`config.mk`:
```
export PLATFORM = sky130hd
export DESIGN_NAME = audio_config_controller
export DESIGN_NICKNAME = d
export VERILOG_FILES = /design/src/rtl/audio_cfg_pkg.sv /design/src/rtl/audio_config_controller_rx.sv /design/src/rtl/audio_config_controller.sv
export SDC_FILE = /design/constraint.sdc
export NUM_CORES = 1
export LEC_CHECK = 0
export ABC_AREA = 1
export CORE_MARGIN = 2
export CORE_UTILIZATION = 30
export CTS_BUF_LIST = sky130_fd_sc_hd__clkbuf_4 sky130_fd_sc_hd__clkbuf_8
export DETAILED_ROUTE_END_ITERATION = 10
export DONT_BUFFER_PORTS = 1
export PLACE_DENSITY = 0.43
export REMOVE_ABC_BUFFERS = 1
export SLEW_MARGIN = 20
export SYNTH_ARGS = -nofsm -noshare
export SYNTH_HDL_FRONTEND = slang
export SYNTH_SLANG_ARGS = --single-unit
```
`constraint.sdc`:
```
create_clock -name serial_clk -period 2.3 [get_ports serial_clk]
set_input_delay 0.575 -clock serial_clk [delete_from_list [all_inputs] [get_ports serial_clk]]
set_output_delay 0.575 -clock serial_clk [all_outputs]
set_load 0.01 [all_outputs]
```
`src/rtl/audio_cfg_pkg.sv`:
```
// Shared types and reset defaults for the audio configuration controller.
// Command layout, address map, receiver states and readback formatting.
package audio_cfg_pkg;

    typedef enum logic [2:0] {
        ADDR_VOLUME  = 3'd0,
        ADDR_EFFECT  = 3'd1,
        ADDR_CONTROL = 3'd2,
        ADDR_COMMIT  = 3'd3,
        ADDR_ERR_CLR = 3'd4,
        ADDR_RSVD5   = 3'd5,
        ADDR_RSVD6   = 3'd6,
        ADDR_STATUS  = 3'd7
    } cfg_addr_e;

    typedef struct packed {
        logic        rw;
        cfg_addr_e   addr;
        logic [11:0] data;
    } cfg_cmd_t;

    typedef enum logic [1:0] {
        RX_IDLE,
        RX_SHIFT,
        RX_EXEC,
        RX_DONE
    } rx_state_e;

    localparam logic [7:0] VOLUME_DEFAULT = 8'h80;
    localparam logic [2:0] EFFECT_DEFAULT = 3'd0;
    localparam logic       MUTE_DEFAULT   = 1'b1;
    localparam logic       BYPASS_DEFAULT = 1'b1;

    function automatic logic [15:0] readback_value(
        input cfg_addr_e  addr,
        input logic [7:0] vol,
        input logic [2:0] eff,
        input logic       mute,
        input logic       bypass,
        input logic [2:0] status
    );
        logic [15:0] v;
        v = 16'h0000;
        case (addr)
            ADDR_VOLUME:  v = {8'h00, vol};
            ADDR_EFFECT:  v = {13'h0000, eff};
            ADDR_CONTROL: v = {14'h0000, bypass, mute};
            ADDR_STATUS:  v = {13'h0000, status};
            default:      v = 16'h0000;
        endcase
        return v;
    endfunction

endpackage

```
`src/rtl/audio_config_controller_rx.sv`:
```
// SPI command word receiver: shifts MSB-first words while chip select is low,
// strobes a completed word for one cycle and flags short or overlong frames.
module spi_word_receiver
    import audio_cfg_pkg::*;
#(
    parameter int WORD_BITS = 16
) (
    input  logic                 clk_i,
    input  logic                 rst_i,
    input  logic                 cs_n_i,
    input  logic                 mosi_i,
    output logic [WORD_BITS-1:0] word_o,
    output logic                 word_valid_o,
    output logic                 bit_strobe_o,
    output logic                 err_short_o,
    output logic                 err_overrun_o
);

    localparam int CW = $clog2(WORD_BITS + 1);
    localparam logic [CW-1:0] LAST_CNT = CW'(WORD_BITS - 1);

    rx_state_e            state_q, state_d;
    logic [CW-1:0]        cnt_q, cnt_d;
    logic [WORD_BITS-1:0] shift_q, shift_d;

    always_ff @(posedge clk_i or posedge rst_i) begin
        if (rst_i) begin
            state_q <= RX_IDLE;
            cnt_q   <= '0;
            shift_q <= '0;
        end else begin
            state_q <= state_d;
            cnt_q   <= cnt_d;
            shift_q <= shift_d;
        end
    end

    always_comb begin
        state_d       = state_q;
        cnt_d         = cnt_q;
        shift_d       = shift_q;
        word_valid_o  = 1'b0;
        bit_strobe_o  = 1'b0;
        err_short_o   = 1'b0;
        err_overrun_o = 1'b0;
        unique case (state_q)
            RX_IDLE: begin
                if (!cs_n_i) begin
                    bit_strobe_o = 1'b1;
                    shift_d      = {shift_q[WORD_BITS-2:0], mosi_i};
                    cnt_d        = CW'(1);
                    state_d      = RX_SHIFT;
                end
            end
            RX_SHIFT: begin
                if (cs_n_i) begin
                    err_short_o = 1'b1;
                    cnt_d       = '0;
                    state_d     = RX_IDLE;
                end else begin
                    bit_strobe_o = 1'b1;
                    shift_d      = {shift_q[WORD_BITS-2:0], mosi_i};
                    cnt_d        = cnt_q + CW'(1);
                    if (cnt_q == LAST_CNT) state_d = RX_EXEC;
                end
            end
            RX_EXEC: begin
                // A bit clocked during the decode cycle is already past the word.
                word_valid_o  = 1'b1;
                err_overrun_o = !cs_n_i;
                state_d       = RX_DONE;
            end
            RX_DONE: begin
                if (cs_n_i) state_d = RX_IDLE;
                else        err_overrun_o = 1'b1;
            end
            default: state_d = RX_IDLE;
        endcase
    end

    assign word_o = shift_q;

endmodule

```
`src/rtl/audio_config_controller.sv`:
```
// Audio configuration controller: SPI decode into shadow registers, committed to
// active registers at I2S frame boundaries. AUDIO_CFG_READBACK_EN enables MISO readback.
module audio_config_controller
    import audio_cfg_pkg::*;
#(
    parameter int FRAME_LAST_BIT = 33,
    parameter int WORD_BITS      = 16
) (
    input  logic       serial_clk,
    input  logic       reset,
    input  logic       spi_chip_select,
    input  logic       spi_mosi,
    output logic       spi_miso,
    input  logic       i2s_ws,
    input  logic [5:0] i2s_bit_number,
    output logic [7:0] cfg_volume,
    output logic [2:0] cfg_effect_sel,
    output logic       cfg_mute,
    output logic       cfg_bypass,
    output logic       cfg_commit_pulse,
    output logic       cmd_error
);

    localparam logic [5:0] LAST_BIT = 6'(FRAME_LAST_BIT);

    logic [WORD_BITS-1:0] rx_word;
    logic                 rx_valid, rx_bit, rx_short, rx_overrun;
    cfg_cmd_t             cmd;

    spi_word_receiver #(
        .WORD_BITS(WORD_BITS)
    ) u_rx (
        .clk_i        (serial_clk),
        .rst_i        (reset),
        .cs_n_i       (spi_chip_select),
        .mosi_i       (spi_mosi),
        .word_o       (rx_word),
        .word_valid_o (rx_valid),
        .bit_strobe_o (rx_bit),
        .err_short_o  (rx_short),
        .err_overrun_o(rx_overrun)
    );

    assign cmd = cfg_cmd_t'(rx_word[15:0]);

    logic [7:0] vol_sh_q, vol_sh_d, vol_act_q, vol_act_d;
    logic [2:0] eff_sh_q, eff_sh_d, eff_act_q, eff_act_d;
    logic       mute_sh_q, mute_sh_d, mute_act_q, mute_act_d;
    logic       byp_sh_q, byp_sh_d, byp_act_q, byp_act_d;
    logic       pending_q, pending_d, pulse_q, pulse_d;
    logic       err_short_q, err_short_d, err_ovr_q, err_ovr_d;
    logic       boundary, wr;

    assign boundary = i2s_ws && (i2s_bit_number == LAST_BIT);
    assign wr       = rx_valid && !cmd.rw;

    always_ff @(posedge serial_clk or posedge reset) begin
        if (reset) begin
            vol_sh_q    <= VOLUME_DEFAULT;
            eff_sh_q    <= EFFECT_DEFAULT;
            mute_sh_q   <= MUTE_DEFAULT;
            byp_sh_q    <= BYPASS_DEFAULT;
            vol_act_q   <= VOLUME_DEFAULT;
            eff_act_q   <= EFFECT_DEFAULT;
            mute_act_q  <= MUTE_DEFAULT;
            byp_act_q   <= BYPASS_DEFAULT;
            pending_q   <= 1'b0;
            pulse_q     <= 1'b0;
            err_short_q <= 1'b0;
            err_ovr_q   <= 1'b0;
        end else begin
            vol_sh_q    <= vol_sh_d;
            eff_sh_q    <= eff_sh_d;
            mute_sh_q   <= mute_sh_d;
            byp_sh_q    <= byp_sh_d;
            vol_act_q   <= vol_act_d;
            eff_act_q   <= eff_act_d;
            mute_act_q  <= mute_act_d;
            byp_act_q   <= byp_act_d;
            pending_q   <= pending_d;
            pulse_q     <= pulse_d;
            err_short_q <= err_short_d;
            err_ovr_q   <= err_ovr_d;
        end
    end

    always_comb begin
        vol_sh_d    = vol_sh_q;
        eff_sh_d    = eff_sh_q;
        mute_sh_d   = mute_sh_q;
        byp_sh_d    = byp_sh_q;
        vol_act_d   = vol_act_q;
        eff_act_d   = eff_act_q;
        mute_act_d  = mute_act_q;
        byp_act_d   = byp_act_q;
        pending_d   = pending_q;
        pulse_d     = 1'b0;
        err_short_d = err_short_q;
        err_ovr_d   = err_ovr_q;
        if (wr) begin
            case (cmd.addr)
                ADDR_VOLUME:  vol_sh_d = cmd.data[7:0];
                ADDR_EFFECT:  eff_sh_d = cmd.data[2:0];
                ADDR_CONTROL: begin
                    mute_sh_d = cmd.data[0];
                    byp_sh_d  = cmd.data[1];
                end
                ADDR_COMMIT:  pending_d = 1'b1;
                ADDR_ERR_CLR: begin
                    err_short_d = 1'b0;
                    err_ovr_d   = 1'b0;
                end
                default: ;
            endcase
        end
        if (rx_short)   err_short_d = 1'b1;
        if (rx_overrun) err_ovr_d   = 1'b1;
        // Commit uses registered shadow, so a same-cycle write waits a frame.
        if (boundary && pending_q) begin
            vol_act_d  = vol_sh_q;
            eff_act_d  = eff_sh_q;
            mute_act_d = mute_sh_q;
            byp_act_d  = byp_sh_q;
            pulse_d    = 1'b1;
            pending_d  = 1'b0;
        end
    end

    assign cfg_volume       = vol_act_q;
    assign cfg_effect_sel   = eff_act_q;
    assign cfg_mute         = mute_act_q;
    assign cfg_bypass       = byp_act_q;
    assign cfg_commit_pulse = pulse_q;
    assign cmd_error        = err_short_q | err_ovr_q;

    logic unused_data;
    assign unused_data = ^cmd.data[11:8];

`ifdef AUDIO_CFG_READBACK_EN
    logic [15:0] tx_q, tx_d;

    always_ff @(posedge serial_clk or posedge reset) begin
        if (reset) tx_q <= 16'h0000;
        else       tx_q <= tx_d;
    end

    always_comb begin
        tx_d = tx_q;
        if (rx_bit) tx_d = {tx_q[14:0], 1'b0};
        if (rx_valid && cmd.rw) begin
            tx_d = readback_value(cmd.addr, vol_sh_q, eff_sh_q,
                                  mute_sh_q, byp_sh_q,
                                  {pending_q, err_short_q, err_ovr_q});
        end
    end

    assign spi_miso = tx_q[15];
`else
    logic unused_rx_bit;
    assign unused_rx_bit = rx_bit;
    assign spi_miso      = 1'b0;
`endif

endmodule

```
==> metrics <==
Fmax=694 MHz; Starting Density=0.308; Iteration-0 DRC Markers=70; global-route usage over all layers=0.103; most frequent cells in the layout=nand2_1, dfrtp_1, inv_1, o21ai_0, o21ai_2; RSZ-0062 raised after global routing=false; Clk Latency, worst-skew pair=0.30 ns; fraction of layout instances using a drive strength above 1=0.129; number of H-tree levels=2; initial antenna violation count=0; die footprint=8070 um2; final hold violation count=0; Design Power=0.00182 W; Total Nets Final=260; final max-slew violation count=0; Boundary Pins=27; Hold Buf Count CTS=0; antenna diode count=0; Pre-Repair DR Iteration Count=4; WP data required=1.73 ns; worst-margin pin slew=0.564 ns; I/O Buffers=0; Post-CTS Setup Inserts=0; most common cell after layout, fill and taps aside=nand2_1; largest family of logic cells by synthesized area=simple AND/OR/NAND/NOR gates; Post-Route WL=3.89 mm; Pwr per Cell Area=749 nW/um2; Seq/Total Area, Yosys=0.603; cts repair resizes=0; Layout area overhead=10.1%; DRT antenna net count=0; via count=1472; synth warn=0; CP Max Fanout=2; synth unique cells=23; status=complete, no violations; crit share post-route=0.626; GRT Residual Overflow=0; Tmin final=between 1 and 1.5 ns; vias per cell=4.24; number of global-route vias before repair=approximately 1500; TNS Setup=0 ns; largest net degree at the start of global routing=26; number of CTS-inserted buffers=5; global-route wire length before repair=6.76 mm; Die H=89.8 um; simple-gate share of the synthesized area=0.226; Synth Area in XOR/XNOR=0.00396; final setup vio count=0; Crit Path Class=reg -> out; Non-Filler Instances=347; max_cap viols=0; clock root buffer=clkbuf_8; DRC violations left=0; placed cells=339; mux cell area share after synthesis=0; CTS tree=yes; routability cong.=0.723; Synth Register Bits=53; routed length per instance=about 11 um; CTS Sinks=53; Synth Area in Compound Gates=0.0917; CP Data Arrival Time=around 0.87 ns; dpl hpwl=2.74 mm; Max Root-Sink Buffers=2; hold crit path type=in -> async; Rows=31; Setup Skew=0.00989 ns; Leakage=1.18 nW; Mapped Area=2210 um2; post-synthesis adder-cell area fraction=0.0113; crit start category=flip-flop; core footprint=7180 um2; CP endpoint kind=output pin; Worst-path clk slew=0.10 ns; Synth Area per Inst=9.06 um2; Syn Inst Count=244; Die Wd=89.8 um; worst-case headroom to the max-slew limit=0.624; peak supply drop=337 uV
==> report_power, final <==
group          total (W)  internal (W)  switching [W]
clock network   0.000662      0.000367       0.000295
registers        0.00103      0.000985      0.0000454
logic           0.000132     0.0000417      0.0000899
==> layout make-up <==
class / instances / area, um2
well taps: 99 / 124
repair buffers: 3 / 22.5
multi-input cells: 159 / 739
inverters: 25 / 93.8
fillers: 767 / 4740
flip-flops and latches: 53 / 1330
clock buffers: 7 / 90.1
clock inverters: 1 / 30.0
==> registers in the layout, indices dropped and copies added (netlist names), named ones only <==
| signal | count |
|---|---|
| u_rx.word_o | 16 |
| cfg_volume | 8 |
| vol_sh_q | 8 |
| u_rx.cnt_q | 5 |
| cfg_effect_sel | 3 |
| eff_sh_q | 3 |
| byp_sh_q | 1 |
| cfg_bypass | 1 |
| cfg_commit_pulse | 1 |
| cfg_mute | 1 |
| err_ovr_q | 1 |
| err_short_q | 1 |
| mute_sh_q | 1 |
| pending_q | 1 |
| u_rx.state_q | 1 |
==> kinds of logic after synthesis <==
logic type | after synthesis
simple gates | 121
fa+ha+maj | 2
other cells | 1
xor+xnor | 1
buf+inv | 32
flops | 53
compound gates | 34
==> cells in the mapped netlist <==
cell	number	share of area
o21ai_0	21	0.048
buf_6	1	0.0051
nor2_4	1	0.0051
buf_4	1	0.0034
nand2_2	2	0.0057
ha_1	2	0.011
inv_1	24	0.041
nand3_1	7	0.016
inv_2	1	0.0017
xnor2_1	1	0.0040
conb_1	1	0.0017
a21oi_1	3	0.0068
o21ai_2	8	0.032
nor2_2	2	0.0057
nor3_1	2	0.0045
o22ai_1	2	0.0057
dfrtp_1	47	0.53
nand2_1	95	0.16
dfstp_2	6	0.071
nand3b_1	1	0.0034
nand4_1	5	0.014
nor2_1	6	0.010
buf_2	5	0.011
==> layer usage <==
layer / vias up / part of all wire / global-route usage / wire, um
met5: - / 0 / 0 / 0
met4: 0 / 0.010 / 0.0308 / 39
met3: 4 / 0.038 / 0.0327 / 149
met2: 23 / 0.46 / 0.170 / 1790
met1: 677 / 0.49 / 0.129 / 1910
li1: 768 / - / - / -
==> stage by stage <==
stage	utilization	cell area, um2	worst slack [ns]	hold WS [ns]
after floorplan	-	2170	0.449	0.442
after global placement	0.322	2310	0.746	0.455
after detailed placement	0.322	2310	0.715	0.460
after CTS	0.339	2430	0.843	0.186
after global routing	0.339	2430	0.743	0.190
final	0.339	2430	0.860	0.169
==> worst paths after layout <==
| path | start | to | slack [ns] | cells after the start |
|---|---|---|---|---|
| min in group serial_clk | spi_chip_select | u_rx.state_q[0] | 0.35 | 1 |
| max in group asynchronous | reset | byp_sh_q | 1.45 | 2 |
| hold / removal | reset | u_rx.cnt_q[3] | 0.17 | 1 |
| hold reg to reg | mute_sh_q | cfg_mute | 0.47 | 2 |
| setup / recovery | cfg_mute | cfg_mute | 0.86 | 0 |
| setup reg to reg | u_rx.state_q[0] | vol_sh_q[6] | 0.91 | 6 |
No activity file was read; power rests on OpenSTA's default activity.
